==> config.mk <==
export PLATFORM = sky130hd
export DESIGN_NAME = pc_register_b32_flat
export DESIGN_NICKNAME = d
export VERILOG_FILES = /design/src/rtl/pc_register_b32_pkg.sv /design/src/rtl/pc_register_b32_if.sv /design/src/rtl/pc_register_b32_history4.sv /design/src/rtl/pc_register_b32.sv /design/src/flat_wrapper.sv
export SDC_FILE = /design/constraint.sdc
export NUM_CORES = 1
export LEC_CHECK = 0
export ABC_AREA = 0
export ABC_CLOCK_PERIOD_IN_PS = 2000
export CAP_MARGIN = 20
export CORE_MARGIN = 2
export CORE_UTILIZATION = 40
export CTS_BUF_LIST = sky130_fd_sc_hd__clkbuf_4 sky130_fd_sc_hd__clkbuf_8
export DETAILED_ROUTE_END_ITERATION = 16
export GPL_ROUTABILITY_DRIVEN = 0
export GPL_TIMING_DRIVEN = 0
export PLACE_DENSITY_LB_ADDON = 0.12
export SLEW_MARGIN = 20
export SYNTH_ARGS = -nofsm -noshare
export SYNTH_HDL_FRONTEND = slang
export SYNTH_SLANG_ARGS = --single-unit
export TNS_END_PERCENT = 20
==> constraint.sdc <==
create_clock -name clock -period 2 [get_ports clock]
set_input_delay 0.3 -clock clock [delete_from_list [all_inputs] [get_ports clock]]
set_output_delay 0.3 -clock clock [all_outputs]
set_load 0.02 [all_outputs]
==> src/rtl/pc_register_b32_pkg.sv <==
// Shared types, constants and helpers for the fetch-stage program counter.
package pc_pkg;

  typedef logic [31:0] pc_t;

  localparam pc_t PC_RESET_VECTOR = 32'h0000_0000;
  localparam pc_t PC_INC          = 32'h0000_0004;

  function automatic logic pc_is_aligned(input pc_t pc);
    return (pc[1:0] == 2'b00);
  endfunction

endpackage

==> src/rtl/pc_register_b32_if.sv <==
// Bus between the next-PC mux, the PC register and the instruction-memory address port.
interface pc_register_b32_if #(parameter int WIDTH = 32);

  logic             wEn;
  logic [WIDTH-1:0] PCin;
  logic [WIDTH-1:0] PCout;
  logic [WIDTH-1:0] PCplus4;
  logic             misaligned;

  modport master (
    output wEn,
    output PCin,
    input  PCout,
    input  PCplus4,
    input  misaligned
  );

  modport slave (
    input  wEn,
    input  PCin,
    output PCout,
    output PCplus4,
    output misaligned
  );

endinterface

==> src/rtl/pc_register_b32_history4.sv <==
// Four-deep history of previously held PC values with a combinational read port.
module pc_history4
  import pc_pkg::*;
#(
  parameter pc_t RESET_VECTOR = PC_RESET_VECTOR
) (
  input  logic       clock,
  input  logic       reset,
  input  logic       i_shift,
  input  pc_t        i_old_pc,
  input  logic [1:0] i_sel,
  output pc_t        o_pc
);

  pc_t r_hist [4];

  // Entry 0 receives the PC being replaced; older entries age towards 3.
  always_ff @(posedge clock) begin
    if (!reset) begin
      for (int i = 0; i < 4; i++) begin
        r_hist[i] <= RESET_VECTOR;
      end
    end else if (i_shift) begin
      r_hist[0] <= i_old_pc;
      for (int i = 1; i < 4; i++) begin
        r_hist[i] <= r_hist[i-1];
      end
    end else begin
      for (int i = 0; i < 4; i++) begin
        r_hist[i] <= r_hist[i];
      end
    end
  end

  always_comb begin
    o_pc = RESET_VECTOR;
    case (i_sel)
      2'd0:    o_pc = r_hist[0];
      2'd1:    o_pc = r_hist[1];
      2'd2:    o_pc = r_hist[2];
      2'd3:    o_pc = r_hist[3];
      default: o_pc = RESET_VECTOR;
    endcase
  end

endmodule

==> src/rtl/pc_register_b32.sv <==
// Fetch-stage program counter with PC+INC output and sticky misalignment flag.
// Optional history of previous PCs enabled by defining PC_REG_HISTORY_EN.
module pc_register_b32
  import pc_pkg::*;
#(
  parameter int  WIDTH        = 32,
  parameter pc_t RESET_VECTOR = PC_RESET_VECTOR,
  parameter pc_t INC          = PC_INC
) (
  input  logic                clock,
  input  logic                reset,
  pc_register_b32_if.slave    bus
`ifdef PC_REG_HISTORY_EN
  ,
  input  logic [1:0]          hist_sel,
  output pc_t                 hist_pc
`endif
);

  logic [WIDTH-1:0] r_pc;
  logic             r_misaligned;
  logic [WIDTH-1:0] w_pc_next_seq;
  logic             w_load_misaligned;

  assign w_load_misaligned = ~pc_is_aligned(bus.PCin);

  // Reset outranks a load; the misaligned flag only clears on reset.
  always_ff @(posedge clock) begin
    if (!reset) begin
      r_pc         <= RESET_VECTOR;
      r_misaligned <= 1'b0;
    end else if (bus.wEn) begin
      r_pc         <= bus.PCin;
      r_misaligned <= r_misaligned | w_load_misaligned;
    end else begin
      r_pc         <= r_pc;
      r_misaligned <= r_misaligned;
    end
  end

  assign w_pc_next_seq  = r_pc + INC;
  assign bus.PCout      = r_pc;
  assign bus.PCplus4    = w_pc_next_seq;
  assign bus.misaligned = r_misaligned;

`ifdef PC_REG_HISTORY_EN
  logic w_hist_shift;

  // Reloading the current value is not a change of PC, so it leaves history alone.
  assign w_hist_shift = reset & bus.wEn & (bus.PCin != r_pc);

  pc_history4 #(
    .RESET_VECTOR (RESET_VECTOR)
  ) u_history (
    .clock    (clock),
    .reset    (reset),
    .i_shift  (w_hist_shift),
    .i_old_pc (r_pc),
    .i_sel    (hist_sel),
    .o_pc     (hist_pc)
  );
`endif

endmodule

==> src/flat_wrapper.sv <==
// flat-port wrapper written by rule: the top's interface ports become plain ports
module pc_register_b32_flat import pc_pkg::*;
#(
  parameter int  WIDTH        = 32,
  parameter pc_t RESET_VECTOR = PC_RESET_VECTOR,
  parameter pc_t INC          = PC_INC
)
  (clock, reset, bus_wEn, bus_PCin, bus_PCout, bus_PCplus4, bus_misaligned);
  pc_register_b32_if #(.WIDTH(WIDTH)) bus_i ();
  input  logic clock;
  input  logic reset;
  input wire logic [$bits(bus_i.wEn)-1:0] bus_wEn;
  input wire logic [$bits(bus_i.PCin)-1:0] bus_PCin;
  output wire logic [$bits(bus_i.PCout)-1:0] bus_PCout;
  output wire logic [$bits(bus_i.PCplus4)-1:0] bus_PCplus4;
  output wire logic [$bits(bus_i.misaligned)-1:0] bus_misaligned;
  assign bus_i.wEn = bus_wEn;
  assign bus_i.PCin = bus_PCin;
  assign bus_PCout = bus_i.PCout;
  assign bus_PCplus4 = bus_i.PCplus4;
  assign bus_misaligned = bus_i.misaligned;
  pc_register_b32 #(.WIDTH(WIDTH), .RESET_VECTOR(RESET_VECTOR), .INC(INC)) u_core (.clock(clock), .reset(reset), .bus(bus_i));
endmodule
==> flow_summary.ini, run 1 <==
[logic_synthesis]
yosysWarnings = 0
syn-num-nets = 227
synth_top_family_by_area = simple AND/OR/NAND/NOR gates
syn_area_per_cell_um2 = 9.51
yosysSeqAreaShare_pct = 36.4
synth_edf_count = 0
yosysUniqueCellTypes = 22
synth_mux_area_share_pct = 17.6
ys_top_cells_by_count = 33 x dfxtp_1, 32 x mux2i_1, 32 x nor2b_1
yosys.area.top_type = dfxtp_1
synth_ff_type = dfxtp_1
synth_area_um2 = 1820
yosysMostFrequentCell = dfxtp_1
synthXorXnorAreaFrac_pct = 13.5
synth.area.top_cells = dfxtp_1 36%, mux2i_1 18%, xnor2_1 12%
synthAdderAreaFrac_pct = 0.689
synth_seq_cells = 33
synth_top_area_share_pct = 36.4
synthCells = 191
synth_compound_area_share_pct = 0.827
ys_async_sr_fraction_pct = 0
post_synth_and_or_nand_nor_area_fraction_pct = 26.8

[place]
pre_cts_ws_ns = -0.611
numPortBuffers = 98
placed_cells = 341
dp_hpwl_um = 3630

[final_layout]
area_delta_synth_final_pct = 75.1
stdcell_count = 360
postLayoutCoreUtil_pct = 73.0
diodes = 0
drive_gt1_share_pct = 28.2
final_nets = 344

[worst_setup_path]
worstSetupEndpointType = primary output
crit_required_ns = 1.70
cp-start-kind = flip-flop
rr_endpoint = u_core.bus.PCout[9]
cp_max_fo = 5
r2r_start = u_core.bus.PCout[9]
crit_type = flip-flop to primary output
r2r_setup_slack_ns = 1.19
worstRegToRegCells = 3
crit_start = u_core.bus.PCout[11]
critPathCapture = bus_PCplus4[27]
cp.arrival_ns = 1.83

[pwr]
p_sw_share_pct = 29.0
p_per_area_nw_per_um2 = 546
p_int_mw = 1.23
power.share.combinational_pct = 26.5
clock_power_share_pct = 29.9
netSwitchingPower_mw = 0.503
cellLeakagePower_nw = 1.35
irDropWorstVdd_mv = 0.407
seq_power_share_pct = 43.6

[timing]
slew_viol_final = 0
fin_crit_sh_pct = 106
skew_ns = 0
max_freq_mhz = 470
slew_headroom_pct = 71.4
tightest_slew_ns = 0.429
setup_tns_ns = -1.10
fin_ws_ns = -0.129
rsz0062_at_grt = true
hold_viol = 0
min_period_ns = 2.13
finalSetupViolations = 14

[clocking]
clock-sinks = 33
root_buffer = clkbuf_8
cts_tree = done
htreeDepth = 2
cts_buffers = 5
cts_buffer_depth = 2
clk_pin_slew_ns = 0.06
clk-insertion-delay-late_ns = 0.28

[drt]
vias = 1789
drtAntennaViolNets = 0
wirelength_um = 5400
routed_via_density = 4.97
drtIter0Drc = 58
dr.pass1.iters = 4
remaining_drc_errors = 0
drt-wirelength-per-cell_um = 15.0

[floorplanning]
rows = 24
io_pins = 100
fp.dieH_um = 71.4
die_x_um = 71.4
coreArea_um2 = 4350
dieArea_um2 = 5090
start_util_pct = 41.7

[global_routing]
grt_remaining_overflow = 0
antenna_found_initial = 0
grt_pass1_wl_um = 8690
grt_max_degree = 11
grt_pass1_vias = 1742
track_usage_pct = 21.5

[hold_path]
hp-start = u_core.bus.misaligned
min_path_type = flip-flop to flip-flop

[run_status]
violations = setup timing
status = finished, violations left

[flow_run]
cap_violations = 0
## cells by family (layout without fill, tap and decap cells)
| family | Yosys count | in the layout |
|---|---|---|
| AOI/OAI and AO/OA | 2 | 2 |
| xor gates and xnor gates | 28 | 28 |
| adders and majority gates | 1 | 1 |
| buffers and inverters | 14 | 130 |
| DFF | 33 | 33 |
| muxes | 32 | 32 |
| and+or+nand+nor | 81 | 82 |
## area by class of cell
cell class / instances / area (µm²)
Multi-Input combinational cell: 145 / 1230
Inverter: 3 / 11.3
Tap cell: 52 / 65.1
Timing Repair Buffer: 109 / 1010
Clock buffer: 7 / 90.1
Buffer: 11 / 67.6
Sequential cell: 33 / 706
Fill cell: 360 / 1170
## power by group through the flow
stage / logic (mW) / registers [mW] / clock network (mW)
3_5_place_dp: 0.458 / 0.769 / 0
4_1_cts: 0.460 / 0.753 / 0.537
3_3_place_gp: 0.454 / 0.768 / 0
6_report: 0.460 / 0.757 / 0.519
2_1_floorplan: 0.174 / 0.808 / 0
5_1_grt: 0.488 / 0.764 / 0.569
## through the flow
step / total power [mW] / hold WS [ns] / area, µm²
5_1_grt: 1.82 / 0.480 / 3180
3_5_place_dp: 1.23 / 0.455 / 2890
2_1_floorplan: 0.982 / 0.428 / 1840
3_3_place_gp: 1.22 / 0.447 / 2890
6_report: 1.74 / 0.467 / 3180
4_1_cts: 1.75 / 0.469 / 3150
## worst min path at each step
stage / to / slack (ns) / cells past startpoint
2_1_floorplan: u_core.bus.PCout[21] / 0.43 / 1
3_5_place_dp: u_core.bus.misaligned / 0.45 / 1
3_3_place_gp: u_core.bus.misaligned / 0.45 / 1
5_1_grt: u_core.bus.PCout[21] / 0.48 / 3
6_report: u_core.bus.misaligned / 0.47 / 1
4_1_cts: u_core.bus.PCout[21] / 0.47 / 3
## worst max-delay path: stages (launching register included)
cell and delay [ns]:
dfxtp_4 0.36, nand4_4 0.13, nor4_4 0.40, buf_4 0.21
nand4_2 0.13, xnor2_2 0.15, buf_4 0.16
## registers in the layout, indices dropped and copies added (netlist names)
| name | cells |
|---|---|
| u_core.bus.PCout | 32 |
| u_core.bus.misaligned | 1 |
## per-layer routing
metal | routed length [µm] | track usage (%)
met2 | 2570 | 33.4
met3 | 363 | 6.33
met1 | 2390 | 29.0
met4 | 72 | 6.08
met5 | 0 | 0
## cell usage in the layout, fill, tap and decap left out, drive strengths merged
master	count
dfxtp	33
nor4	2
nor2	7
nand3	11
nor2b	32
and3	2
nand4	12
o21a	2
clkdlybuf4s50	72
nor3	2
dlygate4sd2	2
xor2	3
mux2i	32
and4	1
clkbuf	13
inv	3
ha	1
clkdlybuf4s15	2
buf	38
nand2	13
xnor2	25
## repair_timing
item / in CTS / in global routing
resized for setup: 142 / 26
pin swaps: 7 / 6
gates cloned: 2 / 0
endpoints found under the setup margin: 27 / 24
buffers inserted: 9 / 1
hold buffers: 0 / 0
No activity file was read; power rests on OpenSTA's default activity.
==> run 2: changes to the inputs <==
==> constraint.sdc (replaced) <==
create_clock -name clock -period 2 [get_ports clock]
set_input_delay 0.3 -clock clock [delete_from_list [all_inputs] [get_ports clock]]
set_output_delay 0.3 -clock clock [all_outputs]
set_load 0.05 [all_outputs]
==> run 2 against run 1 <==
Compared with the run above:
- the run still ends with setup timing left
- via count is 5.9% higher
- die area stayed put
- first-iteration DRC count is 26% higher
- final cell count is 4.4% higher
- maximum frequency is 4.7% lower
- clock skew stayed put
- register-to-register slack worse by 0.02 ns
- combinational power is 57% higher
- hold slack better by 0.0051 ns
==> flow_summary.ini, run 2 (same netlist as run 1, synthesis figures left out) <==
[clocking]
htreeDepth = 2
clk-insertion-delay-late_ns = 0.28
cts_buffers = 5
cts_buffer_depth = 2
clock-sinks = 33
clk_pin_slew_ns = 0.08
root_buffer = clkbuf_8
cts_tree = done

[drt]
drtAntennaViolNets = 0
drt-wirelength-per-cell_um = 16.8
remaining_drc_errors = 0
dr.pass1.iters = 4
wirelength_um = 6330
drtIter0Drc = 73
routed_via_density = 5.04
vias = 1895

[final_layout]
final_nets = 359
area_delta_synth_final_pct = 109
layout_commonest_cell = clkdlybuf4s50_1
diodes = 0
layout_common_cells = 67 x clkdlybuf4s50_1, 32 x mux2i_1, 32 x nor2b_1, 25 x buf_6, 25 x buf_4
fillers = 227
largest_reg_flops = 32
drive_gt1_share_pct = 44.1
postLayoutCoreUtil_pct = 87.3
stdcell_count = 376

[worst_setup_path]
crit_type = flip-flop to primary output
cp.arrival_ns = 1.93
cp_max_fo = 5
crit_required_ns = 1.70
worstSetupEndpointType = primary output
cp-start-kind = flip-flop

[run_status]
violations = setup timing
status = finished, violations left

[timing]
max_freq_mhz = 447
fin_crit_sh_pct = 112
whs_ns = 0.472
rsz0062_at_grt = true
tightest_slew_ns = 0.521
fin_ws_ns = -0.235
finalSetupViolations = 15
skew_ns = 0
slew_headroom_pct = 65.1
slew_viol_final = 0
hold_viol = 0
min_period_ns = 2.23

[global_routing]
antenna_found_initial = 0
met1_usage_pct = 28.7
use_met2_pct = 43.3
grt_pass1_vias = 1921
grt_remaining_overflow = 0
top_usage_layer = met2
track_usage_pct = 24.3
grt_pass1_wl_um = 9630
met3_usage_pct = 4.36
grt_max_degree = 11

[floorplanning]
start_util_pct = 41.7
dieArea_um2 = 5090
rows = 24
die_x_um = 71.4
coreArea_um2 = 4350
io_pins = 100
fp.dieH_um = 71.4

[pwr]
p_int_mw = 1.26
clock_power_share_pct = 25.4
seq_power_share_pct = 38.4
p_sw_share_pct = 37.0
cellLeakagePower_nw = 1.70
irDropWorstVdd_mv = 0.417
p_per_area_nw_per_um2 = 526
power.share.combinational_pct = 36.2
netSwitchingPower_mw = 0.739
p_total_mw = 2.00

[flow_run]
cap_violations = 0

[place]
numPortBuffers = 98
dp_hpwl_um = 3830
placed_cells = 341
pre_cts_ws_ns = -0.853

[hold_path]
min_path_type = flip-flop to flip-flop
-- run 2: cell types whose count changed in the layout (fill, tap and decap cells not counted), moves of 5 or more --
| cell | change |
|---|---|
| xnor2_1 | -16 |
| buf_6 | +23 |
| clkdlybuf4s50_1 | -5 |
| dfxtp_2 | +6 |
| dfxtp_1 | -10 |
| nand3_1 | -7 |
| xnor2_4 | +15 |
-- run 2: repair_timing --
action,4_1_cts,5_1_grt
pin swaps,12,9
endpoints found under the hold margin,0,0
setup buffers,17,8
endpoints found under the setup margin,29,28
cloned,2,0
hold buffers,0,0
resized for setup,191,36
-- run 2: path summary, 6_finish.rpt --
| check | cells past startpoint | start | to | slack [ns] |
|---|---|---|---|---|
| setup / recovery | 7 | u_core.bus.PCout[18] | bus_PCplus4[30] | -0.23 |
| setup reg to reg | 2 | u_core.bus.PCout[28] | u_core.bus.PCout[28] | 1.17 |
| hold reg to reg | 1 | u_core.bus.misaligned | u_core.bus.misaligned | 0.47 |
| hold / removal | 1 | u_core.bus.misaligned | u_core.bus.misaligned | 0.47 |
-- run 2: power groups by stage --
stage	Clock (mW)	Sequential [mW]	Combinational, mW
2_1_floorplan	0	0.919	0.297
3_3_place_gp	0	0.790	0.661
3_5_place_dp	0	0.792	0.667
4_1_cts	0.519	0.772	0.694
5_1_grt	0.542	0.776	0.751
6_report	0.507	0.768	0.724
-- run 2: critical path: stages, from the launching register on --
cell     delay, ns
dfxtp_4       0.37
nand4_1       0.16
nor4_4        0.29
buf_4         0.18
buf_6         0.14
nand3_2       0.15
xnor2_4       0.18
buf_6         0.17
-- run 2: layer usage --
layer | share of wire [%] | vias to the layer above
li1 | - | 919
met1 | 40 | 903
met2 | 53 | 60
met3 | 4.9 | 13
met4 | 2.3 | 0
met5 | 0 | -
-- run 2: final cells by class --
type | count | area [µm²] | share of cell area (%)
timing repair buffer | 124 | 1210 | 31.7
multi-input combinational | 145 | 1640 | 43.1
sequential | 33 | 728 | 19.2
inverter | 3 | 11.3 | 0.296
buffer | 11 | 67.6 | 1.78
clock buffer | 6 | 76.3 | 2.01
clock inverter | 2 | 10.0 | 0.263
tap | 52 | 65.1 | 1.71
-- run 2: per-stage QoR --
stage,cell area [µm²],TNS (ns)
after floorplan,2210,-1.74
after global placement,3250,-16.27
after detailed placement,3250,-16.03
after CTS,3630,-2.07
after global routing,3800,-4.06
final,3800,-2.44
==> run 3: changes to the inputs <==
--- a/config.mk
+++ b/config.mk
@@ -15,6 +15,7 @@
 export GPL_ROUTABILITY_DRIVEN = 0
 export GPL_TIMING_DRIVEN = 0
 export PLACE_DENSITY_LB_ADDON = 0.12
+export SETUP_SLACK_MARGIN = 0.3
 export SLEW_MARGIN = 20
 export SYNTH_ARGS = -nofsm -noshare
 export SYNTH_HDL_FRONTEND = slang
==> run 3 against run 2 <==
Compared with the run above:
- the run still ends with setup timing left
- maximum frequency fell by 0.68%
- sequential share of layout area is 1.4 points higher
- clock power grew 4.3%
- die area did not move
- global-route usage down 1.5 points
- first-iteration DRC count is 32% lower
- sequential power is essentially flat
- cell area down 4.9%
- combinational power fell by 7.7%
- hold slack lost 0.0049 ns
- critical path type unchanged
- highest routed layer unchanged
==> flow_summary.ini, run 3 (same netlist as run 1, synthesis figures left out) <==
[run_status]
status = finished, violations left
violations = setup timing

[final_layout]
layout_commonest_cell = dlygate4sd2_1
diodes = 0
largest_reg_flops = 32
area_delta_synth_final_pct = 99.2
layout_common_cells = 34 x dlygate4sd2_1, 33 x clkdlybuf4s50_1, 32 x mux2i_1, 32 x nor2b_1, 26 x buf_4
drive_gt1_share_pct = 42.7
final_nets = 344
stdcell_count = 361

[clocking]
cts_tree = done
holdBufCountCts = 0
htreeDepth = 2
cts_buffers = 5
clk-insertion-delay-late_ns = 0.29
clk_pin_slew_ns = 0.07
cts_buffer_depth = 2
root_buffer = clkbuf_8
clock-sinks = 33

[drt]
wirelength_um = 5450
drtIter0Drc = 50
dr.pass1.iters = 4
drtAntennaViolNets = 0
drt-wirelength-per-cell_um = 15.1
remaining_drc_errors = 0
vias = 1768
routed_via_density = 4.90

[timing]
finalSetupViolations = 18
max_freq_mhz = 444
tightest_slew_ns = 0.514
fin_crit_sh_pct = 113
whs_ns = 0.467
slew_headroom_pct = 65.8
slew_viol_final = 0
hold_viol = 0
fin_ws_ns = -0.250
skew_ns = 0
min_period_ns = 2.25
rsz0062_at_grt = true

[place]
numPortBuffers = 98
dp_hpwl_um = 3970
placed_cells = 341

[worst_setup_path]
cp.arrival_ns = 1.95
r2r_setup_slack_ns = 1.19
crit_family = simple AND/OR/NAND/NOR gates
slowest_stage = nor4_4
cpPeakStageDelay_ns = 0.39
crit_top_cell = buf_4
cp-start-kind = flip-flop
cp_max_fo = 5
cp_num_buf_inv = 2
crit_required_ns = 1.70
crit_type = flip-flop to primary output
worstSetupEndpointType = primary output
crit_path_cell_trace = nand4_1 > nor4_4 > buf_4 > nand3_1 > xnor2_4 > buf_4

[floorplanning]
io_pins = 100
coreArea_um2 = 4350
dieArea_um2 = 5090
start_util_pct = 41.7
fp.dieH_um = 71.4
die_x_um = 71.4
rows = 24

[global_routing]
grt_pass1_wl_um = 9040
antenna_found_initial = 0
grt_max_degree = 11
track_usage_pct = 22.8
grt_remaining_overflow = 0
grt_pass1_vias = 1806

[pwr]
p_per_area_nw_per_um2 = 543
irDropWorstVdd_mv = 0.453
cellLeakagePower_nw = 1.67

[flow_run]
cap_violations = 0

[hold_path]
min_path_type = input port to flip-flop
## run 3: cell type report
type                    count  area [µm²]
multi-input cells         144        1620
clock buffers               8        91.3
well taps                  52        65.1
repair buffers            110        1020
inverters                   3        11.3
flip-flops and latches     33         742
fillers                   271         737
plain buffers              11        71.3
## run 3: worst reg2reg max path: cells and delay by family, from the launching register on
family        cells  cell delay (ns)
mux               1             0.12
simple gates      1             0.06
flops             1             0.37
buf+inv           1             0.15
## run 3: through the flow
stage	worst slack [ns]	setup TNS, ns	total power [mW]	util (%)	cell area (µm²)
after CTS	-0.224	-3.00	1.98	82.8	3600
after detailed placement	-0.663	-12.14	1.46	78.4	3410
final	-0.250	-3.19	1.96	83.1	3620
after floorplan	-0.0105	-0.0468	1.22	-	2370
after global placement	-0.656	-11.76	1.46	78.4	3410
after global routing	-0.333	-4.97	2.05	83.1	3620
## run 3: timing repair
| action | in CTS | in global routing |
|---|---|---|
| resized for setup | 228 | 4 |
| pin swaps | 12 | 2 |
| buffers inserted | 10 | 0 |
| endpoints found under the setup margin | 65 | 26 |
| hold endpoints to repair | 0 | 0 |
| gates cloned | 2 | 0 |
## run 3: where the power goes
group	switching (mW)	internal (mW)
clock network	0.241	0.288
logic	0.395	0.273
registers	0.0756	0.691
total	0.712	1.25
## run 3: final timing paths
path / startpoint / to / cells past startpoint
hold reg to reg: u_core.bus.misaligned / u_core.bus.misaligned / 1
hold / removal: bus_wEn / u_core.bus.PCout[22] / 3
setup / recovery: u_core.bus.PCout[17] / bus_PCplus4[23] / 6
setup reg to reg: u_core.bus.PCout[4] / u_core.bus.PCout[4] / 3
## run 3: per-layer routing
metal | global-route usage [%] | routed length, µm | up-vias | share of wire (%)
met5 | 0 | 0 | - | 0
met4 | 5.66 | 68 | 0 | 1.2
met3 | 4.50 | 319 | 9 | 5.8
met2 | 42.9 | 3000 | 58 | 55
met1 | 26.4 | 2070 | 820 | 38
li1 | - | - | 881 | -
